==> config.mk <==
export PLATFORM = sky130hd
export DESIGN_NAME = err_evt_cnt_inst
export DESIGN_NICKNAME = d
export VERILOG_FILES = /design/src/rtl/err_evt_cnt_inst.sv
export SDC_FILE = /design/constraint.sdc
export NUM_CORES = 1
export LEC_CHECK = 0
export ABC_CLOCK_PERIOD_IN_PS = 6340
export CAP_MARGIN = 10
export CORE_UTILIZATION = 47
export CTS_BUF_LIST = sky130_fd_sc_hd__clkbuf_8
export DETAILED_ROUTE_END_ITERATION = 10
export PLACE_DENSITY_LB_ADDON = 0.1
export SLEW_MARGIN = 40
export SYNTH_ARGS = -nofsm -noshare
export SYNTH_HDL_FRONTEND = slang
export SYNTH_SLANG_ARGS = --single-unit
==> constraint.sdc <==
create_clock -name clk -period 6.34 [get_ports clk]
set_input_delay 0.634 -clock clk [delete_from_list [all_inputs] [get_ports clk]]
set_output_delay 0.634 -clock clk [all_outputs]
set_load 0.1 [all_outputs]
==> src/rtl/err_evt_cnt_inst.sv <==
// -----------------------------------------------------------------------------
// err_evt_cnt_inst
//
// Error event front-end that feeds the write-1-to-clear error status register.
// Each level-type error source becomes a single-cycle pulse on its rising edge.
// Every pulse is added to a CPU-visible 32-bit saturating event counter. A
// programmable threshold raises a level interrupt while the counter is at or
// above a nonzero threshold.
//
// Parameters
//   VLD_WIDTH   number of error sources (1..32)
//   ADDR_WIDTH  CPU address width
//
// Ports
//   clk           single clock for all logic
//   reset_n       asynchronous active-low reset
//   err_src_in    level error conditions, one bit per source
//   err_flag_out  one-cycle pulse per source rising edge (to err_flag_in)
//   err_int       level interrupt, high while cnt >= thr and thr != 0
//   cpu_addr      CPU address
//   cpu_wr        CPU write strobe, one cycle
//   cpu_data_in   CPU write data
//   cpu_data_out  CPU read data, 0 when no address hits
//   cnt_addr      address of the event counter (read-only, any write clears)
//   thr_addr      address of the threshold register (read/write)
//
// Build option
//   ERR_EVT_SYNC_EN  when defined, a 2-flop synchronizer per bit sits ahead of
//                    edge detection so asynchronous sources can be used. All
//                    source-to-output latencies grow by 2 cycles.
// -----------------------------------------------------------------------------
module err_evt_cnt_inst #(
  parameter int VLD_WIDTH  = 32,
  parameter int ADDR_WIDTH = 13
) (
  input  logic                  clk,
  input  logic                  reset_n,
  input  logic [VLD_WIDTH-1:0]  err_src_in,
  output logic [VLD_WIDTH-1:0]  err_flag_out,
  output logic                  err_int,
  input  logic [ADDR_WIDTH-1:0] cpu_addr,
  input  logic                  cpu_wr,
  input  logic [31:0]           cpu_data_in,
  output logic [31:0]           cpu_data_out,
  input  logic [ADDR_WIDTH-1:0] cnt_addr,
  input  logic [ADDR_WIDTH-1:0] thr_addr
);

  localparam int PW = $clog2(VLD_WIDTH + 1);

  logic [VLD_WIDTH-1:0] src_s;
  logic [VLD_WIDTH-1:0] src_d1;
  logic [VLD_WIDTH-1:0] edge_det;
  logic [PW-1:0]        evt_cnt;
  logic [32:0]          cnt_sum;
  logic [31:0]          cnt_next;
  logic [31:0]          cnt;
  logic [31:0]          thr;
  logic                 cnt_hit;
  logic                 thr_hit;

  // ---------------------------------------------------------------------------
  // Optional input synchronizer
  // ---------------------------------------------------------------------------
`ifdef ERR_EVT_SYNC_EN
  logic [VLD_WIDTH-1:0] sync_q1;
  logic [VLD_WIDTH-1:0] sync_q2;

  always_ff @(posedge clk or negedge reset_n) begin
    if (!reset_n) begin
      sync_q1 <= '0;
      sync_q2 <= '0;
    end else begin
      sync_q1 <= err_src_in;
      sync_q2 <= sync_q1;
    end
  end

  assign src_s = sync_q2;
`else
  assign src_s = err_src_in;
`endif

  // ---------------------------------------------------------------------------
  // Rising-edge detection. src_d1 clears in reset, so a source already high
  // when reset releases is seen as a fresh edge and pulses once.
  // ---------------------------------------------------------------------------
  assign edge_det = src_s & ~src_d1;

  always_ff @(posedge clk or negedge reset_n) begin
    if (!reset_n) begin
      src_d1       <= '0;
      err_flag_out <= '0;
    end else begin
      src_d1       <= src_s;
      err_flag_out <= edge_det;
    end
  end

  // ---------------------------------------------------------------------------
  // Event counting. Counts the registered pulses, so an event lands in cnt one
  // cycle after its pulse is visible on err_flag_out.
  // ---------------------------------------------------------------------------
  always_comb begin
    evt_cnt = '0;
    for (int i = 0; i < VLD_WIDTH; i++) begin
      evt_cnt = evt_cnt + PW'(err_flag_out[i]);
    end
  end

  // 33-bit sum so the carry out flags saturation instead of wrapping.
  assign cnt_sum  = {1'b0, cnt} + 33'(evt_cnt);
  assign cnt_next = cnt_sum[32] ? 32'hFFFF_FFFF : cnt_sum[31:0];

  assign cnt_hit = (cpu_addr == cnt_addr);
  assign thr_hit = (cpu_addr == thr_addr);

  // A clear reloads with this cycle's pulses so events coincident with the
  // clear are not lost. If both addresses alias, one write hits both.
  always_ff @(posedge clk or negedge reset_n) begin
    if (!reset_n) begin
      cnt     <= '0;
      thr     <= '0;
      err_int <= 1'b0;
    end else begin
      if (cpu_wr && cnt_hit) begin
        cnt <= 32'(evt_cnt);
      end else begin
        cnt <= cnt_next;
      end
      if (cpu_wr && thr_hit) begin
        thr <= cpu_data_in;
      end
      err_int <= (thr != 32'd0) && (cnt >= thr);
    end
  end

  // ---------------------------------------------------------------------------
  // Read path. Counter takes priority when the two addresses alias.
  // ---------------------------------------------------------------------------
  always_comb begin
    cpu_data_out = 32'd0;
    if (cnt_hit) begin
      cpu_data_out = cnt;
    end else if (thr_hit) begin
      cpu_data_out = thr;
    end
  end

endmodule

**Yosys cells after proc, flatten, opt, wreduce, memory -nomap -nowiden**

Index checks and enable logic that the tools add are counted.

- Register bits after elaboration: 129
- Logic and storage cells: 50

- $add $sub $neg: 32
- Order comparisons: 1
- Eq/ne operators: 2
- Mux-type cells: 4
- Bitwise operators: 2
- Reduce and logical (&&, ||, !) cells: 4

Operators with widths:

| operator | number |
|---|---|
| 6-bit by 1-bit adder with 6-bit output | 26 |
| 32-bit two-way mux | 4 |
| 32-bit by 6-bit adder with 33-bit output | 1 |
| 32-bit AND | 1 |
| 32-bit >= comparator | 1 |
| 32-bit NOT | 1 |
| 32-bit nonzero test | 1 |
| 13-bit equality test | 2 |
| 5-bit by 1-bit adder with 6-bit output | 1 |
| 4-bit by 1-bit adder with 5-bit output | 1 |
| 3-bit by 1-bit adder with 4-bit output | 1 |
| 2-bit by 1-bit adder with 3-bit output | 1 |
| 1-bit logical AND | 3 |
| 1-bit by 1-bit adder with 2-bit output | 1 |

**Logic depth before layout (Yosys ltp)**

- Depth in word-level cells: 34
- Depth in mapped cells: 22
- Mapped depth without buffers: 21

**Least setup slack after synthesis**

No wires, ideal clock.

- Path kind: register -> register
- Start: register err_flag_out[0]
- End: register cnt[29]
- Library setup time: 0.082 ns
- Arrival time: 6.611 ns
- Required time: 6.258 ns
- Path slack: -0.353 ns
- Stages on the path, launching flop included: 22
- Path buffers: 0
- Cells stage by stage: dfrtp_1 inv_1 fa_1 fa_1 inv_1 fa_1 fa_1 fa_1 inv_1 fa_1 inv_1 ha_1 a21o_1 a21oi_1 nor2b_1 o21a_1 ha_1 o2111ai_2 nor4_4 nand4_2 or3_1 a31oi_1

- Longest elaborated chain between the ends: 34

RTL lines:

| element | line | RTL |
|---|---|---|
| start, declared | 39 | `output logic [VLD_WIDTH-1:0] err_flag_out,` |
| start signal, assigned | 96 | `err_flag_out <= edge_det;` |
| 1-bit by 1-bit adder with 2-bit output | 107 | `evt_cnt = evt_cnt + PW'(err_flag_out[i]);` |
| 2-bit by 1-bit adder with 3-bit output | 107 |  |
| 3-bit by 1-bit adder with 4-bit output | 107 |  |
| 4-bit by 1-bit adder with 5-bit output | 107 |  |
| 5-bit by 1-bit adder with 6-bit output | 107 |  |
| 6-bit by 1-bit adder with 6-bit output (26 in series) | 107 |  |
| 32-bit by 6-bit adder with 33-bit output | 112 | `assign cnt_sum = {1'b0, cnt} + 33'(evt_cnt);` |
| 32-bit two-way mux | 113 | `assign cnt_next = cnt_sum[32] ? 32'hFFFF_FFFF : cnt_sum[31:0];` |
| 32-bit two-way mux | 126 | `if (cpu_wr && cnt_hit) begin` |
| end signal, assigned | 127 | `cnt <= 32'(evt_cnt);` |
| end signal, assigned | 129 | `cnt <= cnt_next;` |
| end, declared | 57 | `logic [31:0] cnt;` |

No other way between the ends.
A chain may end at the register's enable or synchronous reset.

**Worst setup path in the final report**

- Start: register err_flag_out[5]
- End: register cnt[1]

- Longest elaborated chain between the ends: 30

RTL lines:

| element | line |
|---|---|
| 5-bit by 1-bit adder with 6-bit output (*) | 107 |
| 6-bit by 1-bit adder with 6-bit output (*) (26 in series) | 107 |
| 32-bit by 6-bit adder with 33-bit output | 112 |
| 32-bit two-way mux | 113 |
| 32-bit two-way mux (*) | 126 |

Every way passes the cells marked *; elsewhere a longest branch is shown, timed or not.

==> results.sh <==
export IMPL_fin_ws_ps=208
export IMPL_synth_ff_type="dfrtp_1"
export IMPL_pwr_density_cell_nw_per_um2=463
export IMPL_synth_common_cells="129 x dfrtp_1, 88 x inv_1, 47 x nand2_1"
export IMPL_gr_total_overflow=0
export IMPL_tightest_slew_ps=708
export IMPL_slew_viol_final=0
export IMPL_first_global_vias=5951
export IMPL_die_h_um=126
export IMPL_die_area_sq_um=15900
export IMPL_crit_type="flip-flop to flip-flop"
export IMPL_antenna_found_initial=0
export IMPL_cts_buffers=17
export IMPL_synth_cell_type_count=53
export IMPL_maxCapViolCount=0
export IMPL_seq_area_sq_um=3260
export IMPL_grt_pass1_wl_mm=29.6
export IMPL_clk_pin_slew_ps=90
export IMPL_switching_share=0.441
export IMPL_holdWs_ps=220
export IMPL_multiInputGateArea_sq_um=3730
export IMPL_dpl_cell_area_sq_um=8870
export IMPL_cts_sinks=129
export IMPL_track_usage=0.244
export IMPL_finalNetCount=1041
export IMPL_drtAntennaViolNets=0
export IMPL_avgSynthCellArea_sq_um=10.7
export IMPL_drc=0
export IMPL_place_ws_ps=-96.3
export IMPL_cts_tree="built"
export IMPL_ys_warnings_count=0
export IMPL_layout_drive_gt1_share=0.222
export IMPL_hpwl_mm=13.9
export IMPL_seqPwrFrac=0.257
export IMPL_worstSetupEndpointType="flip-flop"
export IMPL_area_delta_synth_final_pct=30.2
export IMPL_status="finished clean"
export IMPL_combinationalPowerShare=0.588
export IMPL_yosysMostFrequentCell="dfrtp_1"
export IMPL_min_period_ps=6130
export IMPL_fmax_ghz=0.163
export IMPL_hold_violations=0
export IMPL_maxSlewHeadroom=0.528
export IMPL_arrival_ps=6430
export IMPL_worstPathMaxFanout=6
export IMPL_finalSetupViolCount=0
export IMPL_syn_num_nets=854
export IMPL_synth_seq_cells=129
export IMPL_hp_class="primary input to async pin"
export IMPL_drt_iter0_drc=352
export IMPL_startpoint="err_flag_out[5]$_DFF_PN0_"
export IMPL_skew_ps=13.9
export IMPL_clockPowerShare=0.155
export IMPL_rows=45
export IMPL_clockRootBuffer="clkbuf_8"
export IMPL_async_flop_share=1.00
export IMPL_fin_crit_sh=0.967
export IMPL_viasPerCell=5.40
export IMPL_seq_area_frac_synth=0.446
export IMPL_ff2ff_setup_slack_ps=210
export IMPL_synth_edff_count=0
export IMPL_fillerInstances=1282
export IMPL_yosys_area_top_type_share=0.446
export IMPL_clock_latency_ps=450
export IMPL_drt_first_pass_iters=5
export IMPL_io_pins=171
export IMPL_ir_drop_mv=0.543
export IMPL_p_leak_nw=4.25
export IMPL_cp_endpoint="cnt[1]$_DFF_PN0_"
export IMPL_start_kind="flip-flop"
export IMPL_wl_per_cell_um=17.1
export IMPL_cts_path_max_buffers=2
export IMPL_synth_top_cell_by_area="dfrtp_1"
export IMPL_num_antenna_cells=0
export IMPL_syn_inst=678
export IMPL_r2r_start="err_flag_out[5]$_DFF_PN0_"
export IMPL_initial_core_util=0.478
export IMPL_htreeDepth=4
export IMPL_vias=5754
export IMPL_place_congestion=0.878
export IMPL_placeableCoreArea_sq_um=15100
export IMPL_p_switching_mw=1.93
export IMPL_synth_area_leaders="dfrtp_1 45%, ha_1 7.8%, fa_1 6.9%"
export IMPL_cts_hold_buf=0
export IMPL_fin_area_sq_um=9430
export IMPL_fp_dieW_um=126
export IMPL_grt_max_degree=76
export IMPL_syn_area_sq_um=7240
export IMPL_p_int_mw=2.44
export IMPL_cp_data_required_time_ps=6640
export IMPL_power_mw=4.36
export IMPL_rr_endpoint="cnt[1]$_DFF_PN0_"
export IMPL_io_buffers=170
export IMPL_r2r_cells=19
export IMPL_drt_total_wl_mm=18.2
export IMPL_fin_util=0.623
-- stage by stage --
step                      TNS (ps)  instances
after floorplan                  0        678
final                            0       1066
after CTS                        0       1057
after detailed placement      -282       1025
after global routing         -19.4       1066
after global placement           0       1025
-- flip-flops by register name, summed over array words and instances (netlist names) --
name          count
err_int           1
err_flag_out     32
cnt              32
src_d1           32
thr              32
-- power by group through the flow --
stage | Combinational (mW) | Clock, mW | Sequential [mW]
finish | 2.57 | 0.676 | 1.12
global route | 2.84 | 0.734 | 1.15
CTS | 2.22 | 0.697 | 1.12
detailed placement | 2.18 | 0 | 1.13
global placement | 2.10 | 0 | 1.13
floorplan | 1.59 | 0 | 1.16
-- layout by cell type, fill, tap and decap left out, drive strengths merged, types with 14 or more instances in the layout --
master / count
dfrtp: 129
nand2: 47
xor2: 15
mux2: 32
inv: 99
xnor2: 28
nor2b: 34
ha: 45
nand3: 18
o21ai: 19
nand4: 17
o31ai: 32
clkdlybuf4s50: 104
a21oi: 28
buf: 82
fa: 25
a31oi: 14
clkbuf: 17
-- layer usage --
metal  vias to the layer above  GRT usage  routed length [um]  part of all wire
met5                         -          0                   0                 0
met4                         0      0.101                 486             0.027
met3                        37     0.0684                1230             0.068
met2                       192      0.416                9210              0.51
met1                      2789      0.290                7290              0.40
li1                       2736          -                   -                 -
-- worst min path at each step --
stage | endpoint
after floorplan | cnt[0]$_DFF_PN0_
after global routing | thr[17]$_DFFE_PN0P_
final | thr[15]$_DFFE_PN0P_
after detailed placement | err_flag_out[31]$_DFF_PN0_
after CTS | thr[15]$_DFFE_PN0P_
after global placement | err_flag_out[19]$_DFF_PN0_
-- critical path, cell delays in order, from the launching register on --
cell	delay (ps)
dfrtp_4	410
inv_1	50
fa_1	560
fa_2	460
fa_2	570
fa_1	440
fa_2	560
fa_1	410
inv_1	80
ha_1	160
inv_1	60
fa_2	530
inv_1	70
fa_1	480
a211oi_2	340
o21a_2	260
nor3_2	60
a32oi_1	220
buf_4	180
a22oi_1	80
-- layout make-up --
type / count / share of cell area
clock inverter: 15 / 0.0149
multi-input combinational: 443 / 0.396
timing repair buffer: 186 / 0.159
inverter: 88 / 0.0350
tap: 188 / 0.0249
clock buffer: 17 / 0.0248
sequential: 129 / 0.345
-- cells by family (layout without fill, tap and decap cells) --
logic type / count (synthesis) / in the layout / synth area share
and+or+nand+nor: 169 / 170 / 0.130
DFF: 129 / 129 / 0.446
adders and majority gates: 70 / 70 / 0.147
buffers and inverters: 107 / 306 / 0.0574
muxes: 32 / 32 / 0.0498
AOI/OAI and AO/OA: 128 / 128 / 0.119
xor gates and xnor gates: 43 / 43 / 0.0520
-- what timing repair did --
| item | 4_1_cts | 5_1_grt |
|---|---|---|
| cloned | 0 | 1 |
| gates resized for setup | 3 | 24 |
| pin swaps | 1 | 20 |
| buffers inserted | 0 | 8 |
| setup endpoints to repair | 21 | 32 |
| hold endpoints to repair | 0 | 0 |
Note: power is estimated with default switching activity, not from simulation.
==> edit 1, RTL diff (same settings) <==
Put a register stage on the output `cpu_data_out`. The value now appears one clock later. The other outputs are not delayed to match.
--- a/src/rtl/err_evt_cnt_inst.sv
+++ b/src/rtl/err_evt_cnt_inst.sv
@@ -47,6 +47,8 @@
 );
 
   localparam int PW = $clog2(VLD_WIDTH + 1);
+
+  logic [31:0] cpu_data_d;
 
   logic [VLD_WIDTH-1:0] src_s;
   logic [VLD_WIDTH-1:0] src_d1;
@@ -139,12 +141,16 @@
   // Read path. Counter takes priority when the two addresses alias.
   // ---------------------------------------------------------------------------
   always_comb begin
-    cpu_data_out = 32'd0;
+    cpu_data_d = 32'd0;
     if (cnt_hit) begin
-      cpu_data_out = cnt;
+      cpu_data_d = cnt;
     end else if (thr_hit) begin
-      cpu_data_out = thr;
+      cpu_data_d = thr;
     end
+  end
+
+  always_ff @(posedge clk) begin
+    cpu_data_out <= cpu_data_d;
   end
 
 endmodule
Check against the original RTL: not equivalent (a bounded check fails within 4 cycles, from zero or initial values and one cycle with reset_n low).
==> edit 1 against the unedited design <==
Total power rose by 11%. Final area rose by 8.1%. Global-route usage fell by 1.9 points. Sequential cell count rose by 32. Routed wire length rose by 2.4%. Synthesized cell count rose by 4.7%. Synthesized area rose by 8.8%. Setup slack barely moved. Critical endpoint is now cnt[31]$_DFF_PN0_.
==> edit 1: results (changes against the unedited design) <==
* Initial antenna violation count at 0 (unchanged)
* Post-synth ARST share at 80.12% (-20 points)
* Worst IR Drop VDD at 0.6569 mV (+21%)
* Reg area at 3897 µm² (+20%)
* Layout cell share with drive strength beyond 1 at 21.91% (-0.30 points)
* Met3 Track Usage GR at 6.752% (-0.088 points)
* Non-clock buffer share of cell area at 15.08% (-0.86 points)
* Area share of fa/ha/maj cells after synthesis at 13.49% (-1.2 points)
* Mux contribution to synthesized area at 4.571% (-0.40 points)
* Class of the worst hold path: input port to asynchronous set/reset pin
* Total track usage at 22.48% (-1.9 points)
* Worst path max stage delay at 0.60 ns (+0.03 ns)
* Half-perimeter wire length after placement at 13.89 mm (-0.23%)
* Fraction of area in multi-input gates at 36.92% (-2.6 points)
* Crit path DAT at 6.50 ns (+0.07 ns)
* M2 GR Usage at 40.21% (-1.4 points)
* Total number of vias at 5,978 (+3.9%)
* Combinational Power Share at 56.9% (-1.9 points)
* Max-slew headroom at 56.32% (+3.5 points)
* Pint at 2.800 mW (+15%)
* Largest net degree at the start of global routing at 72 (-5.3%)
* Metal2 WL at 9.863 mm (+7.1%)
* Seq. pwr at 1.33 mW (+19%)
* Buffers, non-clock at 189 (+1.6%)
* Vias in the first global route at 6,277 (+5.5%)
* First-pass GRT wire length at 30.37 mm (+2.7%)
* Filler instances at 1,322 (+3.1%)
* Post-synthesis sequential area ratio at 49.07% (+4.5 points)
* WL/cell at 16.53 µm (-3.3%)
* Synth unique cells at 54 (+1.9%)
* Gpl congestion at 0.8898 (+1.4%)
* Metal-1 WL at 7.204 mm (-1.2%)
* Total length of routed met3 wires at 1.172 mm (-4.8%)
* ClkCell Share at 3.856% (-0.11 points)
* DRT iter0 DRCs at 263 (-25%)
* Synth Area in Compound Gates at 10.90% (-0.96 points)
* Top cells by area, synth: dfrtp_1 (41%), dfxtp_1 (8.1%), ha_1 (7.1%)
* Worst-path fanout max at 8 (+2)
* XOR/XNOR share of the synthesized area at 4.777% (-0.42 points)
* Status: complete, no violations
* Syn Nets at 886 (+3.7%)
* GR Layer Usage met1 at 24.73% (-4.3 points)
* Leakage power at 4.529 nW (+6.6%)
* Root Driver: clkbuf_8
* Port bufs at 170 (unchanged)
* Post-layout net count at 1,076 (+3.4%)
* Final Skew at 0.009976 ns (-0.003962 ns)
## edit 1: stage by stage
stage                     power, mW  instances  setup WS [ns]  utilization (%)  area, µm²
after floorplan               2.953        710      0.0003122                -       7913
after global placement        3.397       1084        0.05615            61.16       9856
after detailed placement      3.466       1084      -0.007181            59.17       9535
after CTS                     4.272       1116        0.03922            61.72       9946
after global routing          5.194       1129       -0.04054            63.23      10190
final                         4.844       1129         0.2084            63.23      10190
## edit 1: worst paths after layout
check,startpoint,to,slack (ns),cells after the start
setup reg to reg,err_flag_out[5]$_DFF_PN0_,cnt[31]$_DFF_PN0_,0.21,20
hold / removal,reset_n,thr[30]$_DFFE_PN0P_,0.15,1
min in group clk,src_d1[8]$_DFF_PN0_,err_flag_out[8]$_DFF_PN0_,0.39,1
hold reg to reg,src_d1[8]$_DFF_PN0_,err_flag_out[8]$_DFF_PN0_,0.39,1
setup / recovery,err_flag_out[5]$_DFF_PN0_,cnt[31]$_DFF_PN0_,0.21,20
max in group asynchronous,reset_n,err_flag_out[0]$_DFF_PN0_,5.15,2
## edit 1: what timing repair did
| action | in CTS | in global routing |
|---|---|---|
| setup endpoints to repair | 10 | 32 |
| gates resized for setup | 3 | 27 |
| hold buffers | 0 | 0 |
| buffers inserted | 0 | 12 |
| pin swaps | 1 | 25 |
| gates cloned | 0 | 1 |
## edit 1: worst register-to-register path: cells and delay by family (launching register included)
family	cells	cell delay [ns]
adder cells (fa/ha/maj)	8	3.63
AO/OA/AOI/OAI	5	0.90
AND/OR/NAND/NOR	4	0.83
flip-flops	1	0.41
buffers and inverters	3	0.27
## edit 1: logic make-up after synthesis
| group | after synthesis |
|---|---|
| simple gates | 169 |
| mux | 32 |
| xor+xnor | 43 |
| buf+inv | 107 |
| compound gates | 128 |
| fa+ha+maj | 70 |
| flops | 161 |
==> edit 2, RTL diff (config.mk and constraints unchanged) <==
Made on the original files. Build with the macro `ERR_EVT_SYNC_EN` defined.
--- a/src/rtl/err_evt_cnt_inst.sv
+++ b/src/rtl/err_evt_cnt_inst.sv
@@ -29,6 +29,8 @@
 //                    edge detection so asynchronous sources can be used. All
 //                    source-to-output latencies grow by 2 cycles.
 // -----------------------------------------------------------------------------
+`define ERR_EVT_SYNC_EN
+
 module err_evt_cnt_inst #(
   parameter int VLD_WIDTH  = 32,
   parameter int ADDR_WIDTH = 13
Behaviour: not the same (a bounded check fails within 4 cycles, from zero or initial values and one cycle with reset_n low).
==> edit 2 against the unedited design <==
The flow now finishes with violations (negative setup slack). Sequential power is 39% higher. Total power is 5.8% higher. Count of clock-buffer cells in the layout did not move. Final cell count up 13%. Global-route usage fell by 2.7 points. Final area is 19% higher. Sequential cell count is 64 higher. Synthesized area rose by 23%. Setup slack got worse by 0.23 ns. Routed wire length rose by 11%.
==> edit 2: results (changes against the unedited design) <==
* Status: complete, but fails checks
* Failing checks: negative setup slack
* Gpl congestion at 0.8331 (-5.1%)
* Crit path max-delay cell type: fa_1
* Reg area at 4866 µm² (+49%)
* Max-slew headroom at 49.52% (-3.3 points)
* FF-to-FF path depth at 22 (+3)
* Worst path max stage delay at 0.59 ns (+0.02 ns)
* Inverters at 91 (+3.4%)
* Synth unique cells at 54 (+1.9%)
* Top cells by area, synth: dfrtp_1 (54%), ha_1 (6.3%), fa_1 (5.6%)
* DRT Pass-1 Iters at 4 (-1)
* Pwr Density at 411.8 nW/µm² (-11%)
* Worst-skew pair later-pin latency at 0.48 ns (+0.03 ns)
* Post-synth ARST share at 100.0% (unchanged)
* First-pass GRT wire length at 32.63 mm (+10%)
* Commonest cells post-synth: dfrtp_1 (193), inv_1 (91), nand2_1 (80)
* Worst-path clk slew at 0.11 ns (+0.02 ns)
* Sequential share of cell area at 43.40% (+8.9 points)
* Post-Route WL at 20.27 mm (+11%)
* Power Combinational at 2.25 mW (-12%)
* M2 GR Usage at 37.40% (-4.2 points)
* Post-layout net count at 1,135 (+9.0%)
* Total length of routed met3 wires at 1.073 mm (-13%)
* Half-perimeter wire length after placement at 15.22 mm (+9.3%)
* Metal-1 WL at 8.489 mm (+16%)
* Worst IR Drop VDD at 0.3363 mV (-38%)
* Post-CTS sizing at 0 (-3)
* Syn Nets at 946 (+11%)
* Setup crit start: err_flag_out[21]$_DFF_PN0_
* Met3 Track Usage GR at 4.990% (-1.8 points)
* Non-clock buffer share of cell area at 13.83% (-2.1 points)
* RR Endpoint: cnt[26]$_DFF_PN0_
* Leakage power at 5.088 nW (+20%)
* Final setup vio count at 2 (+2)
* Switching fraction of total power at 40.64% (-3.5 points)
* Clk pwr at 0.809 mW (+20%)
* Vias/cell at 5.203 (-3.6%)
* ClkCell Share at 3.761% (-0.21 points)
* Fraction of area in multi-input gates at 33.41% (-6.2 points)
* Total track usage at 21.70% (-2.7 points)
* Layout cell share with drive strength beyond 1 at 19.55% (-2.7 points)
* Pre-CTS setup slack at 0.02845 ns (+0.1248 ns)
* Syn-to-layout area delta at 26.34%
* Post-synthesis sequential area ratio at 54.42% (+9.9 points)
* Worst-path fanout max at 7 (+1)
* Post-route setup slack at -0.02075 ns (-0.2292 ns)
* CP delay by family, top: adder cells
* Buffers, non-clock at 188 (+1.1%)
* Clock Sinks at 193 (+50%)
* Metal2 WL at 10.32 mm (+12%)
* GR Layer Usage met1 at 26.80% (-2.2 points)
* Largest net degree at the start of global routing at 126 (+66%)
* Clock tree buffer depth at 2 (unchanged)
* #MultiIn Comb at 468 (+5.6%)
## edit 2: cell types whose count changed in the layout (fill, tap and decap cells not counted), sizes merged, moves of 6 or more
cell / delta
a31oi: -6
dfrtp: +64
nand2: +33
o21ai: +23
o31ai: -30
xnor2: +13
xor2: -8
## edit 2: metrics by stage
step | hold slack, ns | setup TNS (ns) | std cells
after global placement | 0.3317 | 0 | 1161
after floorplan | 0.3312 | 0 | 770
after global routing | 0.1764 | -5.975 | 1201
after detailed placement | 0.3347 | 0 | 1162
final | 0.1529 | -0.02611 | 1201
after CTS | 0.1549 | 0 | 1194
## edit 2: cells by family after synthesis
family / Yosys count / synth area share [%]
AOI/OAI and AO/OA: 119 / 8.360
buffers and inverters: 109 / 4.624
muxes: 32 / 4.060
and+or+nand+nor: 199 / 11.81
xor gates and xnor gates: 48 / 4.737
adders and majority gates: 70 / 11.98
DFF: 193 / 54.42
